==> src/rtl/snitch_regfile_wb_ctrl.sv <==
// Writeback controller for the Snitch integer register file: round-robin writeback arbitration
// onto the single write port, plus a per-register busy scoreboard for RAW/WAW hazard checks.
module snitch_regfile_wb_ctrl #(
   parameter int unsigned NrReq      = 3,
   parameter int unsigned DataWidth  = 32,
   parameter int unsigned AddrWidth  = 5,
   parameter bit          ZeroRegZero = 1'b1,
   parameter int unsigned NrChkPorts = 2,
   localparam int unsigned NumWords  = 2**AddrWidth
) (
   input  logic                            clk_i,
   input  logic                            rst_i,
   input  logic [NrReq-1:0]                wb_valid_i,
   output logic [NrReq-1:0]                wb_ready_o,
   input  logic [NrReq*AddrWidth-1:0]      wb_addr_i,
   input  logic [NrReq*DataWidth-1:0]      wb_data_i,
   input  logic                            rsv_valid_i,
   input  logic [AddrWidth-1:0]            rsv_addr_i,
   output logic                            rsv_ready_o,
   input  logic [NrChkPorts*AddrWidth-1:0] chk_addr_i,
   output logic [NrChkPorts-1:0]           chk_busy_o,
   output logic [AddrWidth-1:0]            rf_waddr_o,
   output logic [DataWidth-1:0]            rf_wdata_o,
   output logic                            rf_we_o,
   output logic [NumWords-1:0]             busy_o
);

   localparam int unsigned PrioWidth = (NrReq > 1) ? $clog2(NrReq) : 1;

   logic [PrioWidth-1:0] prio_q, prio_d;
   logic [PrioWidth-1:0] gnt_idx;
   logic                 gnt_valid;
   logic                 hi_found;
   logic [AddrWidth-1:0] gnt_addr;
   logic [DataWidth-1:0] gnt_data;
   logic                 gnt_is_zero;
   logic                 rsv_is_zero;

   logic [NumWords-1:0]  busy_q, busy_d;
   logic                 rf_we_q, rf_we_d;
   logic [AddrWidth-1:0] rf_waddr_q, rf_waddr_d;
   logic [DataWidth-1:0] rf_wdata_q, rf_wdata_d;

   // Lowest valid index at or above the pointer wins; otherwise wrap to the lowest valid index.
   always_comb begin
      gnt_valid = 1'b0;
      hi_found  = 1'b0;
      gnt_idx   = '0;
      for (int i = 0; i < NrReq; i++) begin
         if (wb_valid_i[i] && (i >= int'(prio_q)) && !hi_found) begin
            hi_found = 1'b1;
            gnt_idx  = PrioWidth'(i);
         end
      end
      for (int i = 0; i < NrReq; i++) begin
         if (wb_valid_i[i] && !hi_found && !gnt_valid) begin
            gnt_idx = PrioWidth'(i);
         end
         if (wb_valid_i[i]) begin
            gnt_valid = 1'b1;
         end
      end
   end

   always_comb begin
      gnt_addr = '0;
      gnt_data = '0;
      for (int i = 0; i < NrReq; i++) begin
         wb_ready_o[i] = gnt_valid && !rst_i && (gnt_idx == PrioWidth'(i));
         if (gnt_idx == PrioWidth'(i)) begin
            gnt_addr = wb_addr_i[i*AddrWidth +: AddrWidth];
            gnt_data = wb_data_i[i*DataWidth +: DataWidth];
         end
      end
   end

   assign gnt_is_zero = ZeroRegZero && (gnt_addr == '0);
   assign rsv_is_zero = ZeroRegZero && (rsv_addr_i == '0);
   assign rsv_ready_o = !rst_i && (rsv_is_zero || !busy_q[rsv_addr_i]);

   always_comb begin
      prio_d     = prio_q;
      rf_we_d    = 1'b0;
      rf_waddr_d = rf_waddr_q;
      rf_wdata_d = rf_wdata_q;
      busy_d     = busy_q;
      if (gnt_valid) begin
         prio_d = (gnt_idx == PrioWidth'(NrReq - 1)) ? '0 : gnt_idx + PrioWidth'(1);
         busy_d[gnt_addr] = 1'b0;
         if (!gnt_is_zero) begin
            rf_we_d    = 1'b1;
            rf_waddr_d = gnt_addr;
            rf_wdata_d = gnt_data;
         end
      end
      // Applied after the clear so a same-register set wins.
      if (rsv_valid_i && rsv_ready_o && !rsv_is_zero) begin
         busy_d[rsv_addr_i] = 1'b1;
      end
   end

   always_ff @(posedge clk_i or posedge rst_i) begin
      if (rst_i) begin
         prio_q     <= '0;
         busy_q     <= '0;
         rf_we_q    <= 1'b0;
         rf_waddr_q <= '0;
         rf_wdata_q <= '0;
      end else begin
         prio_q     <= prio_d;
         busy_q     <= busy_d;
         rf_we_q    <= rf_we_d;
         rf_waddr_q <= rf_waddr_d;
         rf_wdata_q <= rf_wdata_d;
      end
   end

   always_comb begin
      for (int k = 0; k < NrChkPorts; k++) begin
         chk_busy_o[k] = busy_q[chk_addr_i[k*AddrWidth +: AddrWidth]];
      end
   end

   assign busy_o     = busy_q;
   assign rf_we_o    = rf_we_q;
   assign rf_waddr_o = rf_waddr_q;
   assign rf_wdata_o = rf_wdata_q;

   wb_to_idle_reg: assert property (@(posedge clk_i) disable iff (rst_i)
      (gnt_valid && !gnt_is_zero) |-> busy_q[gnt_addr]);

endmodule

==> config.mk <==
export PLATFORM = sky130hd
export DESIGN_NAME = snitch_regfile_wb_ctrl
export DESIGN_NICKNAME = d
export VERILOG_FILES = /design/src/rtl/snitch_regfile_wb_ctrl.sv
export SDC_FILE = /design/constraint.sdc
export NUM_CORES = 1
export LEC_CHECK = 0
export BUFFER_PORTS_ARGS = -buffer_cell sky130_fd_sc_hd__buf_2
export CORE_UTILIZATION = 44
export DETAILED_ROUTE_END_ITERATION = 7
export PLACE_DENSITY = 0.75
export SLEW_MARGIN = 20
export SYNTH_ARGS = -nofsm -noshare
export SYNTH_HDL_FRONTEND = slang
export SYNTH_SLANG_ARGS = --single-unit
==> constraint.sdc <==
create_clock -name clk_i -period 2.57 [get_ports clk_i]
set_input_delay 0.257 -clock clk_i [delete_from_list [all_inputs] [get_ports clk_i]]
set_output_delay 0.257 -clock clk_i [all_outputs]
set_load 0.01 [all_outputs]
# Word level (Yosys, flattened, before mapping)
# Index checks and enable logic that the tools add are counted.
dict set report totals {
  wordCells 85
  reg_bits 72
  out_inout_bits 76
}
dict set report op_classes {
  addsub 1
  eq_ne 2
  n_reduce_logical 32
  bitwise 4
  n_mux 32
  n_lt_le_gt_ge 9
}
# op n
set ops {}
lappend ops {{32-bit two-way mux} 5}
lappend ops {{32-bit AND} 1}
lappend ops {{32-bit NOT} 1}
lappend ops {{32-bit OR} 1}
lappend ops {{5-bit by 6-bit < comparator with 1-bit output (second input constant)} 4}
lappend ops {{1-bit logical AND} 19}
lappend ops {{1-bit binary-select mux with 5-bit select} 3}
lappend ops {{5-bit two-way mux} 3}
lappend ops {{1-bit two-way mux} 14}
lappend ops {{1-bit demux with 5-bit select} 2}
lappend ops {{5-bit by 1-bit >= comparator with 1-bit output (second input constant)} 2}
lappend ops {{5-bit zero test} 2}
lappend ops {{2-bit two-way mux} 5}
lappend ops {{1-bit zero test} 8}
lappend ops {{1-bit by 2-bit >= comparator with 1-bit output (first input constant)} 2}
lappend ops {{2-bit by 1-bit adder with 2-bit output (second input constant)} 1}
lappend ops {{2-bit by 1-bit equality test with 1-bit output (second input constant)} 1}
lappend ops {{2-bit equality test (second input constant)} 1}
lappend ops {{2-bit >= comparator (first input constant)} 1}
lappend ops {{2-bit zero test} 1}
lappend ops {{2-bit AND reduction} 1}
lappend ops {{1-bit logical OR} 1}
lappend ops {{1-bit NOT} 1}

# Longest topological paths before layout
# Gate-level depths: netlist of the first run.
dict set report depth {
  word_depth 27
  ltp_mapped 9
  depth_no_buf 6
}

# Worst setup path after synthesis of the first run
# Ideal clock, no wire load.
dict set report synth_timing {
  path_kind {input-to-reg}
  start {input port rst_i}
  end {register busy_q[11], in the netlist busy_o[11]}
  n_path_buf 0
  arrival_time_ns 2.667
  path_slack_ns -0.182
  t_required_ns 2.485
  setup_ns 0.085
  cell_stages 4
  cell_sequence {inv_1 and4_4 nand3_1 o21ai_0}
}
dict set report synth_between {
  elab_chain_cells 5
}
# item line_no
set synth_rtl {}
lappend synth_rtl {{start, declared} 12} ;# input logic rst_i,
lappend synth_rtl {{1-bit zero test (no line)} n/a}
lappend synth_rtl {{1-bit logical AND} 79} ;# assign rsv_ready_o = !rst_i && (rsv_is_zero || !busy_q[rsv_addr_i]);
lappend synth_rtl {{1-bit logical AND (2 in series)} 97} ;# if (rsv_valid_i && rsv_ready_o && !rsv_is_zero) begin
lappend synth_rtl {{32-bit two-way mux} 97}
lappend synth_rtl {{net busy_d[11]} 39} ;# logic [NumWords-1:0] busy_q, busy_d;
lappend synth_rtl {{end signal, assigned} 111} ;# busy_q <= busy_d;
lappend synth_rtl {{end, declared} 39}
# The timed path passes the listed nets, and every way through them passes these cells.
# A chain may end at the register's enable or synchronous reset.

# Worst setup path in the final report of the first run
dict set report layout_timing {
  start {register prio_q[0]}
  end {register rf_wdata_q[2], in the netlist rf_wdata_o[2]}
}
dict set report layout_between {
  elab_chain_cells 21
  elab_cells_between_ends 36
  cone_classes {3 x order compare; 2 x eq/ne; 14 x mux; 1 x bitwise; 16 x reduce/logical}
}
# item line_no
set layout_rtl {}
lappend layout_rtl {{start, declared} 30} ;# logic [PrioWidth-1:0] prio_q, prio_d;
lappend layout_rtl {{start signal, assigned} 110} ;# prio_q <= prio_d;
lappend layout_rtl {{1-bit by 2-bit >= comparator with 1-bit output} 50} ;# if (wb_valid_i[i] && (i >= int'(prio_q)) && !hi_found) begin
lappend layout_rtl {{1-bit logical AND} 50}
lappend layout_rtl {{1-bit two-way mux} 50}
lappend layout_rtl {{1-bit zero test} 50}
lappend layout_rtl {{1-bit logical AND} 50}
lappend layout_rtl {{1-bit two-way mux} 50}
lappend layout_rtl {{1-bit zero test} 50}
lappend layout_rtl {{1-bit logical AND} 50}
lappend layout_rtl {{[3 not listed]} n/a}
lappend layout_rtl {{2-bit two-way mux / 1-bit logical AND (equally long branches)} 56} ;# if (wb_valid_i[i] && !hi_found && !gnt_valid) begin
lappend layout_rtl {{2-bit two-way mux} 56}
lappend layout_rtl {{2-bit two-way mux (*)} 56}
lappend layout_rtl {{2-bit zero test} 70} ;# if (gnt_idx == PrioWidth'(i)) begin
lappend layout_rtl {{5-bit two-way mux (3 in series)} 70}
lappend layout_rtl {{5-bit zero test} 77} ;# assign gnt_is_zero = ZeroRegZero && (gnt_addr == '0);
lappend layout_rtl {{1-bit NOT (no line)} n/a}
lappend layout_rtl {{2-bit AND reduction (no line)} n/a}
lappend layout_rtl {{end signal, assigned} 114} ;# rf_wdata_q <= rf_wdata_d;
lappend layout_rtl {{end, declared} 42} ;# logic [DataWidth-1:0] rf_wdata_q, rf_wdata_d;
# Every way passes the cells marked *; elsewhere a longest branch is shown, timed or not.

==> metrics.md, run 1 <==
| Metric | Value |
|---|---|
| Status | `complete, no violations` |
| Leading area contributor after synthesis | `dfrtp_1` |
| Synth async-reset ratio | `100%` |
| Initial core utilization | `45.8%` |
| Synth top cells by count | `75 x nand2_1, 72 x dfrtp_1, 46 x o21ai_0` |
| Worst-margin pin slew | `0.899 ns` |
| Top Metal Used | `met4` |
| Fillers | `923` |
| Synth area leaders | `dfrtp_1 38%, mux4_2 13%, mux2_4 8.2%, nand2_1 5.9%, a22oi_1 5.2%` |
| Crit path kind | `reg2reg` |
| DR iter-0 viols | `289` |
| Period utilisation layout | `95.5%` |
| FF-to-FF setup slack | `0.11 ns` |
| Maximum clock rate | `407 MHz` |
| Area of the multi-input gates | `0.00270 mm^2` |
| Root Buffer | `clkbuf_8` |
| Largest family of logic cells by synthesized area | `multiplexers` |
| Synth Instances | `434` |
| Area delta synth->final | `27.4%` |
| Routed Antenna Nets | `0` |
| CP delay by family, top | `compound AO/OA/AOI/OAI gates` |
| Mean Syn Cell Area | `11.0 um^2` |
| Compound-Gate Fraction of Synth Area | `18.3%` |
| Drt wl/cell | `18.4 um` |
| Relative slew slack | `40.1%` |
| Critical Path RT | `2.79 ns` |
| Die width | `106 um` |
| Min cycle time layout | `2.46 ns` |
| Post-Synth Simple-Gate Area | `13.9%` |
| DR vias/cell | `5.75` |
| Synth Cell Area | `0.00477 mm^2` |
| Placer Congestion | `0.946` |
| Largest net degree at the start of global routing | `73` |
| Ports | `208` |
| YS warnings | `0` |
| DRT Pass-1 Iters | `5` |
| Synth Area in Adders | `0%` |
| Layout cells sized above 1 | `51.8%` |
| Sw Share | `36.4%` |
| NumNets Final | `766` |
| Proportion of synthesized area in mux cells | `23.9%` |
| Clock Power Share | `20.7%` |
| Reg area | `0.00180 mm^2` |
| Hpwl dp | `11000 um` |
| CTS Buf Count | `9` |
| Core area | `0.0104 mm^2` |
| Die H | `106 um` |
| Xor/xnor cell area share of the yosys netlist | `0%` |
| DR vias | `4455` |
| Clk pin slew, worst setup/hold paths | `0.08 ns` |
| First-pass GRT wire length | `22700 um` |
| Routed wl met2 | `7270 um` |
| Vias in the first global route | `4461` |
| Clock buffer depth | `2` |
| Post-CTS Setup Bufs | `0` |
| Htree depth | `3` |
| Clock Skews | `0.00692 ns` |
| Count leader, synth | `nand2_1` |
| Final Slew Violations | `0` |
| Worst Path Arrival | `2.68 ns` |
| Yosys reg bits | `72` |
| Worst-path cell chain | `and3b_1 > o31a_2 > o31ai_2 > a41o_2 > buf_12 > mux2_2` |
| Rows | `37` |
| Die area | `0.0113 mm^2` |
| Pwr dens | `725 mW/mm^2` |
| Gate power share | `39.8%` |
| Grt ovf | `0` |
| Initial antenna violation count | `0` |
| Worst path slowest cell | `dfrtp_2` |
| DRC Markers | `0` |
| Syn nets | `566` |
| M1 wire length | `5470 um` |
| Port bufs | `207` |
| Synth cell types | `68` |
| Peak supply drop | `0.000305 V` |
| Slowest Stage Delay on Critical Path | `0.48 ns` |
| Total Power Consumption | `0.00441 W` |
| Startpoint Class | `flop` |
| Pint | `0.00280 W` |
| Final WL | `14300 um` |
| Yosys top cell area share | `37.7%` |
| Maxcap violations | `0` |
| Crit-path max FO | `25` |
| Tot GR Track Use | `26.0%` |
| Final Hold Viols | `0` |
| CTS Sinks | `72` |
| CTS tree | `done` |
| WP buf/inv | `1` |
| Setup TNS | `0 ns` |
| Setup crit end kind | `flop` |
| Psw | `0.00161 W` |
| Worst skew pair latency | `0.34 ns` |
| Leak pwr | `2.96 nW` |
| HP Class | `in2reg` |
| Final core occ | `58.4%` |
| Number of enable flip-flop cells after synthesis | `0` |
| Met3 routed WL | `1320 um` |
| Register area share after synthesis | `37.7%` |
| N_diodes | `0` |
| # setup viols final | `0` |
| Seq pwr share | `39.5%` |
| Most used flip-flop cell after synthesis | `dfrtp_1` |
path summary, 6_finish.rpt:
check	from	endpoint	cells after the start
hold reg to reg	rf_waddr_o[0]$_DFFE_PP0P_	rf_waddr_o[0]$_DFFE_PP0P_	1
setup / recovery	prio_q[0]$_DFFE_PP0N_	rf_wdata_o[2]$_DFFE_PP0P_	6
max in group asynchronous	rst_i	prio_q[0]$_DFFE_PP0N_	3
hold / removal	wb_data_i[6]	rf_wdata_o[6]$_DFFE_PP0P_	4
setup reg to reg	prio_q[0]$_DFFE_PP0N_	rf_wdata_o[2]$_DFFE_PP0P_	6
min in group asynchronous	rst_i	busy_o[18]$_DFF_PP0_	3
cell families after synthesis:
family | Yosys count
AOI/OAI and AO/OA | 129
buffers and inverters | 43
DFF | 72
muxes | 65
and+or+nand+nor | 125
layout by cell type, fill, tap and decap left out, types with 10 or more instances in the layout:
cell type,count
mux4_2,28
clkbuf_8,10
nand2_1,75
mux2_4,26
buf_4,14
o21ai_0,46
dfrtp_1,70
o21ai_1,16
buf_2,207
a22oi_1,33
stage by stage:
stage	cells	setup WS, ns	area, um^2	hold slack [ns]
6_report	775	0.115	6080	0.231
5_1_grt	775	-0.00509	6080	0.234
4_1_cts	775	0.0211	6070	0.225
3_5_place_dp	759	-0.0126	5860	0.460
3_3_place_gp	759	0.129	5860	0.460
2_1_floorplan	434	0.190	4780	0.443
state kept, by name (all words and copies together) (netlist names):
register,flops
rf_we_o,1
rf_waddr_o,5
busy_o,32
rf_wdata_o,32
prio_q,2
what timing repair did:
action                                  in CTS  in global routing
resized for setup                            1                  3
endpoints found under the setup margin       6                 34
hold buffers                                 0                  0
per-layer routing:
layer | track usage, % | vias up
met2 | 45.2 | 243
li1 | - | 2039
met5 | 0 | -
met1 | 31.4 | 2154
met4 | 8.93 | 0
met3 | 6.01 | 19
power groups by stage:
| stage | sequential [W] | combinational, W | clock (W) |
|---|---|---|---|
| final | 0.00174 | 0.00176 | 0.000915 |
| after detailed placement | 0.00174 | 0.00175 | 0 |
| after CTS | 0.00173 | 0.00176 | 0.000930 |
| after global placement | 0.00173 | 0.00172 | 0 |
| after floorplan | 0.00177 | 0.00102 | 0 |
| after global routing | 0.00177 | 0.00191 | 0.000980 |
tightest hold or removal path: cells and delay by family:
family	cells	cell delay, ns
AND/OR/NAND/NOR	2	0.09
multiplexers	1	0.12
buffers and inverters	1	0.07
layout make-up:
class                           instances  share of cell area (%)
Tap cell                              136                    2.80
Clock buffer                           10                    2.26
Timing Repair Buffer                  222                    19.1
Clock inverter                          6                    1.11
Multi-Input combinational cell        319                    44.4
Inverter                               10                   0.679
Sequential cell                        72                    29.7
(Power assumes the default switching activity.)
==> inputs of run 2 (changes only) <==
ABC_AREA = 1   (was default)
CORE_MARGIN = 3   (was default)
PLACE_DENSITY = 0.74   (was 0.75)
==> run 2 against run 1 <==
Sequential share of layout area shrank 1.1 points. Critical endpoint is now rf_wdata_o[29]$_DFFE_PP0P_. Largest cell class unchanged. Total power grew 16%. Register-to-register slack better by 0.17 ns. Sequential cell count is the same. Sequential power grew 12%.
==> metrics.md, run 2 <==
| Metric | Value |
|---|---|
| RSZ-0062 raised after global routing | `false` |
| Clock Skews | `0.0117 ns (+0.00482 ns)` |
| Worst hold slack | `0.225 ns (-0.00575 ns)` |
| Critical Path RT | `2.86 ns (+0.07 ns)` |
| CTS Buf Count | `9 (unchanged)` |
| Final Hold Viols | `0 (unchanged)` |
| Initial antenna violation count | `0 (unchanged)` |
| Hold buffer count at CTS | `0 (unchanged)` |
| Inst Count DP | `1081 (+42%)` |
| DR vias/cell | `5.43 (-5.6%)` |
| # resized after CTS | `0 (-1)` |
| Final Slew Violations | `0 (unchanged)` |
| Largest net degree at the start of global routing | `73 (unchanged)` |
| First-pass GRT wire length | `28100 um (+24%)` |
| Core area | `0.0106 mm^2 (+1.8%)` |
| DR vias | `5954 (+34%)` |
| Rows | `37 (unchanged)` |
| Tot GR Track Use | `27.5% (+1.6 points)` |
| Most used flip-flop cell after synthesis | `dfrtp_1` |
| CTS tree | `done` |
| Syn nets | `889 (+57%)` |
| Routed Antenna Nets | `0 (unchanged)` |
| Leading area contributor after synthesis | `dfrtp_1` |
| Relative slew slack | `40.9% (+0.85 points)` |
| Worst Path Arrival | `2.57 ns (-0.11 ns)` |
| NumNets Final | `1088 (+42%)` |
| Clock buffer depth | `2 (unchanged)` |
| Htree depth | `3 (unchanged)` |
| Synth async-reset ratio | `100% (unchanged)` |
| Die area | `0.0125 mm^2 (+11%)` |
| Setup TNS | `0 ns (unchanged)` |
| HP Class | `in2reg` |
| Synth area leaders | `dfrtp_1 37%, nand2_1 25%, nand3_1 9.6%, o21ai_0 7.7%, nor2_1 4.1%` |
| Die width | `112 um (+5.1%)` |
| Synth Instances | `757 (+74%)` |
| Synth top cells by count | `322 x nand2_1, 94 x nand3_1, 76 x o21ai_0` |
| Ports | `208 (unchanged)` |
| # setup viols final | `0 (unchanged)` |
| Post-CTS Setup Bufs | `0 (unchanged)` |
| Setup ws final | `0.287 ns (+0.172 ns)` |
| Leak pwr | `3.45 nW (+16%)` |
| Die H | `112 um (+5.1%)` |
| Yosys reg bits | `72 (unchanged)` |
| Yosys top cell area share | `36.7% (-1.0 points)` |
| Status | `complete, no violations` |
| Count leader, synth | `nand2_1` |
| Area delta synth->final | `28.6%` |
| DR iter-0 viols | `578 (+100%)` |
| Setup crit end kind | `flop` |
| FF-to-FF Start | `prio_q[1]$_DFFE_PP0N_` |
| Worst-margin pin slew | `0.886 ns (-0.0128 ns)` |
| Vias in the first global route | `5677 (+27%)` |
| Drt wl/cell | `15.7 um (-15%)` |
| Placer Congestion | `0.912 (-3.6%)` |
| Crit-path max FO | `38 (+52%)` |
| Port bufs | `207 (unchanged)` |
| Hpwl dp | `13400 um (+22%)` |
| Dpl ws | `0.283 ns (+0.296 ns)` |
| Crit path kind | `reg2reg` |
| Period utilisation layout | `88.8% (-6.7 points)` |
| Maxcap violations | `0 (unchanged)` |
| Area of the multi-input gates | `0.00281 mm^2 (+4.1%)` |
| YS warnings | `0 (unchanged)` |
| Synth cell types | `28 (-59%)` |
| Peak supply drop | `0.000394 V (+29%)` |
| Reg area | `0.00180 mm^2 (-0.14%)` |
| Layout Cells excl Fill | `1097 (+42%)` |
| Startpoint Class | `flop` |
| DRT Pass-1 Iters | `5 (unchanged)` |
| Worst skew pair latency | `0.36 ns (+0.02 ns)` |
| CTS Sinks | `72 (unchanged)` |
| Commonest non-fill, non-tap cell in the layout | `nand2_1` |
| N_diodes | `0 (unchanged)` |
| Number of enable flip-flop cells after synthesis | `0 (unchanged)` |
| Total Power Consumption | `0.00513 W (+16%)` |
| Layout cells sized above 1 | `28.1% (-24 points)` |
| Mean Syn Cell Area | `6.49 um^2 (-41%)` |
| Min cycle time layout | `2.28 ns (-0.172 ns)` |
| Hold Path Origin | `wb_data_i[15]` |
| Register area share after synthesis | `36.7% (-1.0 points)` |
| Root Buffer | `clkbuf_8` |
| Most frequent cells in the layout | `322 x nand2_1, 207 x buf_2, 94 x nand3_1` |
| Initial core utilization | `46.3% (+0.47 points)` |
| Synth Cell Area | `0.00491 mm^2 (+2.8%)` |
| Grt ovf | `0 (unchanged)` |
| Critical path origin | `prio_q[1]$_DFFE_PP0N_` |
| Clk pin slew, worst setup/hold paths | `0.09 ns (about the same)` |
| Pwr dens | `813 mW/mm^2 (+12%)` |
| Maximum clock rate | `438 MHz (+7.5%)` |
| Fillers | `1068 (+16%)` |
| Final WL | `17200 um (+21%)` |
| DRC Markers | `0 (unchanged)` |
[run 2: cell count changes after synthesis, moves of 8 or more]
cell      previous run  this run
inv_1               10        22
o221ai_1             0        12
nor2_1               4        54
nand2_1             75       322
a22oi_1             33         0
nand3_1              4        94
nand4_1              1        21
mux2_2               8         0
o21ai_1             16         0
o21ai_0             46        76
buf_2                1        14
mux4_2              28         0
mux2_4              26         0
[run 2: cell type report]
type                       instances  area share, %
timing repair buffer             225           18.7
multi-input combinational        618           44.6
clock buffer                      10           2.18
sequential                        72           28.5
inverter                          30           1.84
tap                              136           2.69
clock inverter                     6           1.45
[run 2: worst paths after layout]
| kind | end | slack, ns | cells past startpoint |
|---|---|---|---|
| min in group asynchronous | busy_o[11]$_DFF_PP0_ | 0.27 | 3 |
| max | rf_wdata_o[29]$_DFFE_PP0P_ | 0.29 | 12 |
| max in group asynchronous | busy_o[19]$_DFF_PP0_ | 1.73 | 3 |
| max reg2reg | rf_wdata_o[29]$_DFFE_PP0P_ | 0.29 | 12 |
| min reg2reg | rf_wdata_o[12]$_DFFE_PP0P_ | 0.47 | 2 |
| min | rf_wdata_o[15]$_DFFE_PP0P_ | 0.22 | 5 |
[run 2: logic make-up (layout without fill, tap and decap cells)]
group,Yosys count,in the layout,share of synthesized area (%)
buf+inv,67,271,6.09
flops,72,72,36.7
simple gates,520,520,46.0
compound gates,98,98,11.2
[run 2: where the power goes]
part	total (W)	switching [W]	internal (W)
clock	0.00104	0.000463	0.000578
combinational	0.00214	0.00131	0.000825
sequential	0.00195	0.000444	0.00151
[run 2: critical path: stages, from the launching register on]
cell	delay, ns
dfrtp_1	0.40
inv_2	0.09
nand3_1	0.11
nand4_4	0.14
nand2_2	0.16
nand2_1	0.15
nand3_2	0.19
nor2_4	0.20
nand3_4	0.23
nand2_1	0.19
buf_12	0.22
nand2_1	0.07
nand2_1	0.06
[run 2: metrics by stage]
step / utilization [%] / area (um^2)
after global routing: 59.6 / 6310
after floorplan: - / 4910
after CTS: 59.5 / 6310
after global placement: 57.4 / 6080
after detailed placement: 57.4 / 6080
final: 59.6 / 6310
[run 2: metal layers]
metal  global-route usage (%)  share of wire (%)  vias to the layer above
met5                        0                  0                        -
met4                     8.52                2.3                        0
met3                     7.77                8.9                       34
met2                     47.2                 49                      291
met1                     33.5                 40                     2725
li1                         -                  -                     2904
==> inputs of run 3 (changes only) <==
CORE_UTILIZATION = 45   (was 44)
PLACE_DENSITY = 0.81   (was 0.74)
clock period = 2.6 ns   (was 2.57 ns; I/O delays follow)
==> run 3 against run 2 <==
Design area decreased by 0.46%. Via count increased by 0.30%. Clock power decreased by 11%. Wire length increased by 1.8%. Sequential power about the same. Sequential cell count unchanged. Worst hold slack improved by 0.0069 ns. Die area decreased by 2.1%.
==> metrics.md, run 3 (synthesis gave the netlist of run 2 again) <==
| Metric | Value |
|---|---|
| Most frequent cells in the layout | `322 x nand2_1, 207 x buf_2, 94 x nand3_1` |
| Pint | `0.00275 W (-5.4%)` |
| Inst Count DP | `1081 (unchanged)` |
| Period utilisation layout | `93.0%` |
| DR iter-0 viols | `689 (+19%)` |
| CTS Sinks | `72 (unchanged)` |
| FF-to-FF Start | `prio_q[1]$_DFFE_PP0N_` |
| DR vias | `5972 (+0.30%)` |
| Post-CTS Setup Bufs | `0 (unchanged)` |
| Port bufs | `207 (unchanged)` |
| Core area | `0.0105 mm^2 (-1.3%)` |
| Routed Antenna Nets | `0 (unchanged)` |
| Final Hold Viols | `0 (unchanged)` |
| Final Slew Violations | `0 (unchanged)` |
| CTS tree | `done` |
| Clock Skews | `0.00495 ns (-0.00678 ns)` |
| Status | `complete, no violations` |
| Commonest non-fill, non-tap cell in the layout | `nand2_1` |
| Hold Path Origin | `wb_data_i[12]` |
| Layout cells sized above 1 | `28.1% (unchanged)` |
| FF-to-FF path depth | `13 (+1)` |
| Reg area | `0.00180 mm^2 (unchanged)` |
| NumNets Final | `1088 (unchanged)` |
| Vias in the first global route | `5564 (-2.0%)` |
| Placer Congestion | `0.928 (+1.8%)` |
| Rows | `37 (unchanged)` |
| Gate power share | `42.6% (+0.9 points)` |
| Hpwl dp | `13200 um (-1.8%)` |
| Hold Crit Depth | `5 (unchanged)` |
| Leak pwr | `3.43 nW (-0.46%)` |
| Clock buffer depth | `2 (unchanged)` |
| FF-to-FF setup slack | `0.35 ns (+0.06 ns)` |
| Pwr dens | `790 mW/mm^2 (-2.8%)` |
| HP Class | `in2reg` |
| # setup viols final | `0 (unchanged)` |
| Tot GR Track Use | `27.5% (about the same)` |
| Area of the multi-input gates | `0.00282 mm^2 (+0.18%)` |
| Min cycle time layout | `2.42 ns` |
| Psw | `0.00221 W (-0.39%)` |
| Critical Path RT | `2.34 ns (-0.52 ns)` |
| Clk pin slew, worst setup/hold paths | `0.08 ns (about the same)` |
| Initial antenna violation count | `0 (unchanged)` |
| Layout Cells excl Fill | `1097 (unchanged)` |
| Fillers | `1048 (-1.9%)` |
| Ports | `208 (unchanged)` |
| First-pass GRT wire length | `27700 um (-1.5%)` |
| Worst skew pair latency | `0.35 ns (about the same)` |
| Startpoint Class | `flop` |
| Crit path kind | `reg2out` |
| CTS Buf Count | `9 (unchanged)` |
| R2R Path End | `rf_wdata_o[1]$_DFFE_PP0P_` |
| Grt ovf | `0 (unchanged)` |
| Largest net degree at the start of global routing | `73 (unchanged)` |
| Maxcap violations | `0 (unchanged)` |
| Sw Share | `44.5% (+1.3 points)` |
| Seq pwr share | `38.8% (+0.8 points)` |
| DRT Pass-1 Iters | `8 (+3)` |
| Crit-path max FO | `23 (-39%)` |
| Setup crit end kind | `output pin` |
| Die width | `110 um (-1.1%)` |
| Worst Path Arrival | `2.16 ns (-0.41 ns)` |
| Final core occ | `60.1% (+0.52 points)` |
| Worst Hold End | `rf_wdata_o[12]$_DFFE_PP0P_` |
| DRC Markers | `0 (unchanged)` |
| Initial core utilization | `46.9% (+0.61 points)` |
| N_diodes | `0 (unchanged)` |
| Maximum clock rate | `413 MHz` |
| Root Buffer | `clkbuf_8` |
| Clock Power Share | `18.7% (-1.6 points)` |
| Hold buffer count at CTS | `0 (unchanged)` |
| Drt wl/cell | `15.9 um (+1.8%)` |
| Die area | `0.0122 mm^2 (-2.1%)` |
| Area delta synth->final | `28.0%` |
| Htree depth | `3 (unchanged)` |
| Critical path origin | `prio_q[1]$_DFFE_PP0N_` |
| Relative slew slack | `38.5% (-2.4 points)` |
| Die H | `110 um (-1.1%)` |
| DR vias/cell | `5.44 (+0.30%)` |
| Peak supply drop | `0.000315 V (-20%)` |
| Final WL | `17500 um (+1.8%)` |
| Worst-margin pin slew | `0.923 ns (+0.0361 ns)` |
[run 3: timing repair]
action	CTS	global route
setup endpoints to repair	0	28
resized for setup	0	3
endpoints found under the hold margin	0	0
[run 3: cell type report]
cell class                      instances  share of cell area (%)
Tap cell                              136                    2.71
Sequential cell                        72                    28.7
Timing Repair Buffer                  225                    18.7
Clock inverter                          7                    1.27
Clock buffer                            9                    1.97
Inverter                               30                    1.85
Multi-Input combinational cell        618                    44.8
[run 3: how the worst max path moves through the flow]
| stage | to | slack, ns | cells past startpoint |
|---|---|---|---|
| final | wb_ready_o[0] | 0.18 | 11 |
| after global routing | wb_ready_o[0] | -0.007 | 11 |
| after CTS | wb_ready_o[0] | 0.11 | 11 |
| after detailed placement | busy_o[12]$_DFF_PP0_ | 0.21 | 11 |
| after global placement | busy_o[12]$_DFF_PP0_ | 0.22 | 12 |
| after floorplan | busy_o[11]$_DFF_PP0_ | 0.38 | 4 |
[run 3: stage by stage]
| step | total power (W) | hold WS (ns) | setup TNS [ns] | instance area [um^2] | worst slack, ns |
|---|---|---|---|---|---|
| 4_1_cts | 0.00496 | 0.223 | 0 | 6270 | 0.105 |
| 3_3_place_gp | 0.00399 | 0.452 | 0 | 6070 | 0.223 |
| 3_5_place_dp | 0.00403 | 0.458 | 0 | 6070 | 0.205 |
| 5_1_grt | 0.00534 | 0.243 | -0.00710 | 6290 | -0.00710 |
| 2_1_floorplan | 0.00310 | 0.443 | 0 | 4910 | 0.383 |
| 6_report | 0.00496 | 0.232 | 0 | 6290 | 0.181 |
[run 3: worst max-delay path, stage by stage (launching register included)]
cell     delay (ns)
dfrtp_1        0.37
nand2_1        0.07
nand2_1        0.13
nand4_4        0.20
nand2_4        0.23
buf_4          0.31
inv_1          0.11
nand2_1        0.07
inv_1          0.05
nand2_1        0.07
nor2_1         0.04
buf_2          0.14
[run 3: layer usage]
layer | vias to the layer above | track usage (%) | wire length, um
met5 | - | 0 | 0
met3 | 32 | 6.90 | 1560
met1 | 2708 | 34.1 | 6980
met4 | 0 | 7.47 | 320
li1 | 2913 | - | -
met2 | 319 | 47.6 | 8630
[run 3: power groups by stage]
| stage | clock network, W | logic, W | registers, W |
|---|---|---|---|
| after floorplan | 0 | 0.00113 | 0.00196 |
| final | 0.000926 | 0.00211 | 0.00192 |
| after global routing | 0.000996 | 0.00238 | 0.00197 |
| after detailed placement | 0 | 0.00211 | 0.00192 |
| after CTS | 0.000942 | 0.00211 | 0.00191 |
| after global placement | 0 | 0.00206 | 0.00193 |
